$ cat src/rtl/ucie_ctl_sb_tx_arbiter.sv
// Round-robin arbiter/sequencer sharing the sideband TX path between NREQ message sources.
// Issues one message at a time, tracks the busy handshake and acks the owner (with error on timeout).
module ucie_ctl_sb_tx_arbiter #(
    parameter int NREQ    = 3,
    parameter int BUSY_TO = 8
) (
    input  logic              i_clk,
    input  logic              i_rst,
    input  logic [NREQ-1:0]   i_req,
    input  logic [NREQ*5-1:0] i_req_decode,
    input  logic [NREQ*32-1:0] i_req_data,
    output logic [NREQ-1:0]   o_ack,
    output logic              o_err,
    output logic [NREQ-1:0]   o_grant,
    output logic              o_valid_lp_sb,
    output logic [4:0]        o_rdi_lp_sb_decode,
    output logic [31:0]       o_rdi_lp_adv_cap_value,
    input  logic              i_pl_sb_busy
);

    localparam int PW = (NREQ > 1) ? $clog2(NREQ) : 1;

    typedef enum logic [2:0] {IDLE, ISSUE, WAIT_BUSY, WAIT_DONE, DONE} state_t;

    state_t          state_q, state_d;
    logic [PW-1:0]   ptr_q, ptr_d;
    logic [PW-1:0]   gidx_q, gidx_d;
    logic [7:0]      cnt_q, cnt_d;
    logic            to_q, to_d;
    logic [NREQ-1:0] grant_q, grant_d;
    logic [NREQ-1:0] ack_q, ack_d;
    logic            err_q, err_d;
    logic            valid_q, valid_d;
    logic [4:0]      dec_q, dec_d;
    logic [31:0]     data_q, data_d;

    logic [4:0]      dec_arr  [NREQ];
    logic [31:0]     data_arr [NREQ];
    logic            sel_found;
    logic [PW-1:0]   sel_idx;
    logic [PW-1:0]   idx_w;
    int              idx;

    always_comb begin
        for (int k = 0; k < NREQ; k++) begin
            dec_arr[k]  = i_req_decode[5*k +: 5];
            data_arr[k] = i_req_data[32*k +: 32];
        end
    end

    // First set request scanning upward from the pointer, wrapping modulo NREQ.
    always_comb begin
        sel_found = 1'b0;
        sel_idx   = '0;
        idx       = 0;
        idx_w     = '0;
        for (int i = 0; i < NREQ; i++) begin
            idx = int'(ptr_q) + i;
            if (idx >= NREQ) idx = idx - NREQ;
            idx_w = idx[PW-1:0];
            if (!sel_found && i_req[idx_w]) begin
                sel_found = 1'b1;
                sel_idx   = idx_w;
            end
        end
    end

    always_comb begin
        state_d = state_q;
        ptr_d   = ptr_q;
        gidx_d  = gidx_q;
        cnt_d   = cnt_q;
        to_d    = to_q;
        grant_d = grant_q;
        dec_d   = dec_q;
        data_d  = data_q;
        valid_d = 1'b0;
        ack_d   = '0;
        err_d   = 1'b0;
        case (state_q)
            IDLE: begin
                if (!i_pl_sb_busy && sel_found) begin
                    gidx_d  = sel_idx;
                    grant_d = NREQ'(1) << sel_idx;
                    dec_d   = dec_arr[sel_idx];
                    data_d  = data_arr[sel_idx];
                    valid_d = 1'b1;
                    state_d = ISSUE;
                end
            end
            ISSUE: begin
                cnt_d   = '0;
                state_d = WAIT_BUSY;
            end
            WAIT_BUSY: begin
                if (i_pl_sb_busy) begin
                    state_d = WAIT_DONE;
                end else if (cnt_q == 8'(BUSY_TO - 1)) begin
                    to_d    = 1'b1;
                    ack_d   = grant_q;
                    err_d   = 1'b1;
                    state_d = DONE;
                end else begin
                    cnt_d = cnt_q + 8'd1;
                end
            end
            WAIT_DONE: begin
                if (!i_pl_sb_busy) begin
                    ack_d   = grant_q;
                    err_d   = to_q;
                    state_d = DONE;
                end
            end
            DONE: begin
                ptr_d   = (gidx_q == PW'(NREQ - 1)) ? '0 : gidx_q + 1'b1;
                grant_d = '0;
                to_d    = 1'b0;
                state_d = IDLE;
            end
            default: state_d = IDLE;
        endcase
    end

    always_ff @(posedge i_clk or posedge i_rst) begin
        if (i_rst) begin
            state_q <= IDLE;
            ptr_q   <= '0;
            gidx_q  <= '0;
            cnt_q   <= '0;
            to_q    <= 1'b0;
            grant_q <= '0;
            ack_q   <= '0;
            err_q   <= 1'b0;
            valid_q <= 1'b0;
            dec_q   <= '0;
            data_q  <= '0;
        end else begin
            state_q <= state_d;
            ptr_q   <= ptr_d;
            gidx_q  <= gidx_d;
            cnt_q   <= cnt_d;
            to_q    <= to_d;
            grant_q <= grant_d;
            ack_q   <= ack_d;
            err_q   <= err_d;
            valid_q <= valid_d;
            dec_q   <= dec_d;
            data_q  <= data_d;
        end
    end

    assign o_ack                  = ack_q;
    assign o_err                  = err_q;
    assign o_grant                = grant_q;
    assign o_valid_lp_sb          = valid_q;
    assign o_rdi_lp_sb_decode     = dec_q;
    assign o_rdi_lp_adv_cap_value = data_q;

endmodule

$ cat config.mk
export PLATFORM = sky130hd
export DESIGN_NAME = ucie_ctl_sb_tx_arbiter
export DESIGN_NICKNAME = d
export VERILOG_FILES = /design/src/rtl/ucie_ctl_sb_tx_arbiter.sv
export SDC_FILE = /design/constraint.sdc
export NUM_CORES = 1
export LEC_CHECK = 0
export BUFFER_PORTS_ARGS = -buffer_cell sky130_fd_sc_hd__buf_2
export CAP_MARGIN = 20
export CORE_MARGIN = 2
export CORE_UTILIZATION = 44
export CTS_BUF_LIST = sky130_fd_sc_hd__clkbuf_4 sky130_fd_sc_hd__clkbuf_8
export DETAILED_ROUTE_END_ITERATION = 16
export HOLD_SLACK_MARGIN = 0.08
export PLACE_DENSITY_LB_ADDON = 0.05
export SLEW_MARGIN = 20
export SYNTH_ARGS = -nofsm -noshare
export SYNTH_HDL_FRONTEND = slang
export SYNTH_SLANG_ARGS = --single-unit
$ cat constraint.sdc
create_clock -name i_clk -period 2.4 [get_ports i_clk]
set_input_delay 0.24 -clock i_clk [delete_from_list [all_inputs] [get_ports i_clk]]
set_output_delay 0.24 -clock i_clk [all_outputs]
set_load 0.01 [all_outputs]
# Word level (Yosys, flattened, before mapping)

Cells that the tools add are included.

Flip-flop bits (word level): 61
Input bits: 117
Output and inout port bits: 45
Word-level logic and storage cells: 99

$add $sub $neg: 7
$lt $le $gt $ge: 7
Eq/ne operators: 12
Shift-type cells: 1
Muxes and demuxes: 45
Bitwise operators: 1
Reduce and logical (&&, ||, !) cells: 15

Operators with widths:

| kind                  | number |
|---|---|
| $bmux W32 S2          | 1 |
| $mux W32              | 2 |
| $mux W3               | 8 |
| $mux W8               | 2 |
| $pmux W8 S2           | 1 |
| $mux W2               | 7 |
| $mux W1               | 13 |
| $pmux W3 S2           | 2 |
| $pmux W3 S4           | 1 |
| $bmux W5 S2           | 1 |
| $mux W5               | 2 |
| $ne A2 B2 Y1 const B  | 5 |
| $lt A2 B3 Y1 const B  | 3 |
| $reduce_and A3 Y1     | 3 |
| $add A8 B1 Y8 const B | 1 |
| $eq A8 B3 Y1 const B  | 1 |
| $bmux W1 S2           | 3 |
| $eq A3 B2 Y1 const B  | 2 |
| $ge A3 B2 Y1 const B  | 2 |
| $reduce_bool A2 Y1    | 3 |
| $sub A2 B2 Y2 const B | 3 |
| $pmux W1 S2           | 2 |
| $reduce_and A2 Y1     | 2 |
| $add A2 B1 Y3 const B | 1 |
| 13 further kinds      | 17 |

# Longest topological paths before layout

Depth after elaboration: 15
Gate-level depth with buffers: 10
Mapped depth without buffers: 8

# Worst setup path before layout

Ideal clock, no wire load.

Path kind: reg2reg
Start point: register ptr_q[1]
End point: register data_q[1], in the netlist o_rdi_lp_adv_cap_value[1]
Setup time: 0.086 ns
Data arrival time: 2.193 ns
Data required time: 2.314 ns
Path slack: 0.121 ns
Stages on the path, launching flop included: 10
Buffers on the path: 2
Clock period less this slack: 2.279 ns
Cells stage by stage: dfrtp_1 > inv_1 > ha_1 > mux2i_2 > o211ai_2 > o32a_1 > or2_4 > buf_6 > buf_6 > o221ai_2

Word-level cells in the longest chain between the ends: 15
Elaborated cells on any way between the ends: 33
Those cells by class: add/sub (5); order compare (3); mux (18); bitwise (1); reduce/logical (6)

Ends and longest elaborated chain:

| what                                                   | RTL line | RTL |
|---|---|---|
| start: declaration                                     | 26       | `logic [PW-1:0] ptr_q, ptr_d;` |
| start signal: assignment                               | 139      | `ptr_q <= ptr_d;` |
| branches (longest 15 deep; another with $add A2 B1 Y3) | n/a      |  |
| end signal: assignment                                 | 148      | `data_q <= data_d;` |
| end: declaration                                       | 35       | `logic [31:0] data_q, data_d;` |

Parallel ways; which one is timed is not known. The select of a mux whose other input is x is not followed.
A chain may end at the register's enable or synchronous reset.

# Worst setup path after layout

Start point: register ptr_q[1]
End point: register data_q[29], in the netlist o_rdi_lp_adv_cap_value[29]

Same word-level chain as after synthesis.

==> out/results.tsv <==
metric	value	unit
multi_input_area	1680	sq um
synth_warnings	0	
worst-setup-path-type	flip-flop to flip-flop	
coreArea	7650	sq um
grt_max_degree	62	
wl_per_cell	15.2	um
maxSlewViolCount	0	
n_fill_cell	679	
drc_errors	0	
crit_path_max_fanout	12	
synth-adder-area-share	1.83	%
final_nets	642	
endpoint_kind	flip-flop	
h-tree-depth	3	
grt_pass1_vias	3117	
ff2ff_setup_slack	0.12	ns
cts.sink_count	61	
setup_viol	0	
grtUsageTotal	22.7	%
startpoint_type	flip-flop	
yosys.cell_count.top_type	dfrtp_1	
seq_area	1530	sq um
synth_xor_xnor_area_share	1.02	%
via_per_inst	5.19	
p_total	5.94	mW
synthSimpleGateAreaFrac	11.6	%
max-vdd-ir-drop	674	uV
arrival	2.48	ns
status	complete, no violations	
drt-total-wl	9540	um
post-synth-top-area-fraction	44.6	%
crit_end	o_rdi_lp_adv_cap_value[29]$_DFFE_PP0P_	
clk_pin_slew_worst_paths	0.07	ns
ios	162	
syn_area	3420	sq um
synth_seq_area_share	44.6	%
period_share	94.9	%
dieArea	8500	sq um
crit_start	ptr_q[1]$_DFFE_PP0P_	
place.gp.congestion	0.878	
dr.pass1.iters	4	
synth_top_area_cell	dfrtp_1	
synth_fp_nets	466	
worstRegToRegCells	9	
r2r_end	o_rdi_lp_adv_cap_value[29]$_DFFE_PP0P_	
areaGrowthSynthToFinish	40.3	%
cts_tree	built	
die_x	92.2	um
antenna_found_initial	0	
start_util	44.7	%
finalHoldViolations	0	
hold_path_class	primary input to flip-flop	
root_buffer	clkbuf_8	
grt_overflow	0	
max-slew-margin-rel	59.9	%
ys_types	51	
dp_hpwl	6650	um
drt_iter0_drc	136	
synth_mux_area_share	12.5	%
final.min_clock_period	2.28	ns
fin_cells	626	
clk_latency	0.34	ns
vias	3252	
synthTopCellsByCount	dfrtp_1 (61), nand2_1 (50), inv_1 (45)	
skew	0.00955	ns
chipHeight	92.2	um
rr_startpoint	ptr_q[1]$_DFFE_PP0P_	
numCtsBuffers	9	
timing.fmax	0.439	GHz
cts_buffer_depth	2	
dpl.cell_count	606	
maxCapViolations	0	
grt_pass1_wl	15100	um
power_density	1240	nW/um^2
synth_async_sr_flop_share	100	%
ys_ff_latch	61	
synth_compound_area_share	20.1	%
syn_area_per_cell	9.95	sq um
synth_ff_type	dfrtp_1	
synth_edf_count	0	
port_buffers	161	
p_leak	2.61	nW
antenna_cells	0	
fp-row-count	32	
drtAntennaViolNets	0	
drive_gt1_share	42.7	%
synth_top_family_by_area	compound AO/OA/AOI/OAI gates	
synthCells	344	
worstMarginPinSlew	0.587	ns
crit_required	2.60	ns
synth_area_leaders	dfrtp_1 (45%), mux2i_1 (11%), o221ai_1 (7.4%), nand2_1 (5.5%), inv_1 (4.9%)	
[power breakdown]
part / internal (mW) / switching, mW
clock: 0.693 / 0.414
combinational: 1.51 / 1.63
sequential: 1.43 / 0.260
[metal layers]
metal / vias to the layer above / track usage, % / wire, um
li1: 1587 / - / -
met1: 1539 / 29.9 / 4250
met2: 115 / 36.7 / 4580
met3: 11 / 5.51 / 558
met4: 0 / 7.84 / 148
met5: - / 0 / 0
[cell families after synthesis]
kind of cell / count (synthesis)
AOI/OAI and AO/OA: 79
buffers and inverters: 65
xor gates and xnor gates: 4
DFF: 61
muxes: 42
and+or+nand+nor: 88
adders and majority gates: 5
[state kept, by name, indices dropped and copies added, names as in the netlist]
register / count
o_grant: 3
gidx_q: 2
o_rdi_lp_sb_decode: 5
cnt_q: 8
ptr_q: 2
state_q: 3
to_q: 1
o_err: 1
o_valid_lp_sb: 1
o_rdi_lp_adv_cap_value: 32
o_ack: 3
[per-stage QoR]
| step | TNS [ns] | worst slack, ns | hold WS (ns) | area [sq um] | util [%] |
|---|---|---|---|---|---|
| 2_1_floorplan | 0 | 0.121 | 0.379 | 3420 | - |
| 3_3_place_gp | -0.0580 | -0.00804 | 0.338 | 4460 | 58.3 |
| 3_5_place_dp | -1.97 | -0.0812 | 0.336 | 4460 | 58.3 |
| 4_1_cts | 0 | 0.0383 | 0.153 | 4740 | 61.9 |
| 5_1_grt | -0.00912 | -0.00912 | 0.173 | 4800 | 62.8 |
| 6_report | 0 | 0.122 | 0.164 | 4800 | 62.8 |
[critical path, stage by stage (launching register included)]
cell and delay [ns]:
dfrtp_1 0.44, inv_2 0.08, ha_1 0.20, nand3b_1 0.22, o221a_2 0.30, a22oi_2 0.20, buf_12 0.19, buf_12 0.15
mux2i_1 0.22, o221ai_1 0.14
[timing repair]
item                       CTS  global route
hold endpoints to repair    61             0
gates resized for setup      5            10
hold buffers                 1             0
buffers inserted             2             1
pin swaps                    2             4
cloned                       1             0
setup endpoints to repair   39            41
[cell type report]
type,count,area share (%)
multi-input combinational,219,35.0
sequential,61,31.8
timing repair buffer,183,22.1
inverter,46,3.60
clock buffer,10,2.74
tap,102,2.66
clock inverter,5,2.08
[worst min path at each step]
stage                         startpoint                                endpoint  cells after the start
after global placement             i_rst  o_rdi_lp_adv_cap_value[27]$_DFFE_PP0P_                      3
after floorplan             i_pl_sb_busy                  state_q[0]$_DFFE_PP0P_                      2
after CTS                 i_req_data[64]   o_rdi_lp_adv_cap_value[0]$_DFFE_PP0P_                      3
after global routing        i_pl_sb_busy                  state_q[0]$_DFFE_PP0P_                      3
after detailed placement           i_rst  o_rdi_lp_adv_cap_value[30]$_DFFE_PP0P_                      3
final                     i_req_data[64]   o_rdi_lp_adv_cap_value[0]$_DFFE_PP0P_                      3
[placed cells by master, fill, tap and decap left out, drive strengths merged, types with 3 or more instances in the layout]
master / instances
buf: 182
inv: 46
ha: 5
mux2i: 40
o21ai: 12
o221ai: 37
nand3: 5
dfrtp: 61
a21oi: 5
and2: 4
o31ai: 3
clkbuf: 10
xnor2: 4
nor2: 12
nand2b: 3
bufinv: 3
nand2: 51
Note: power is estimated with default switching activity, not from simulation.
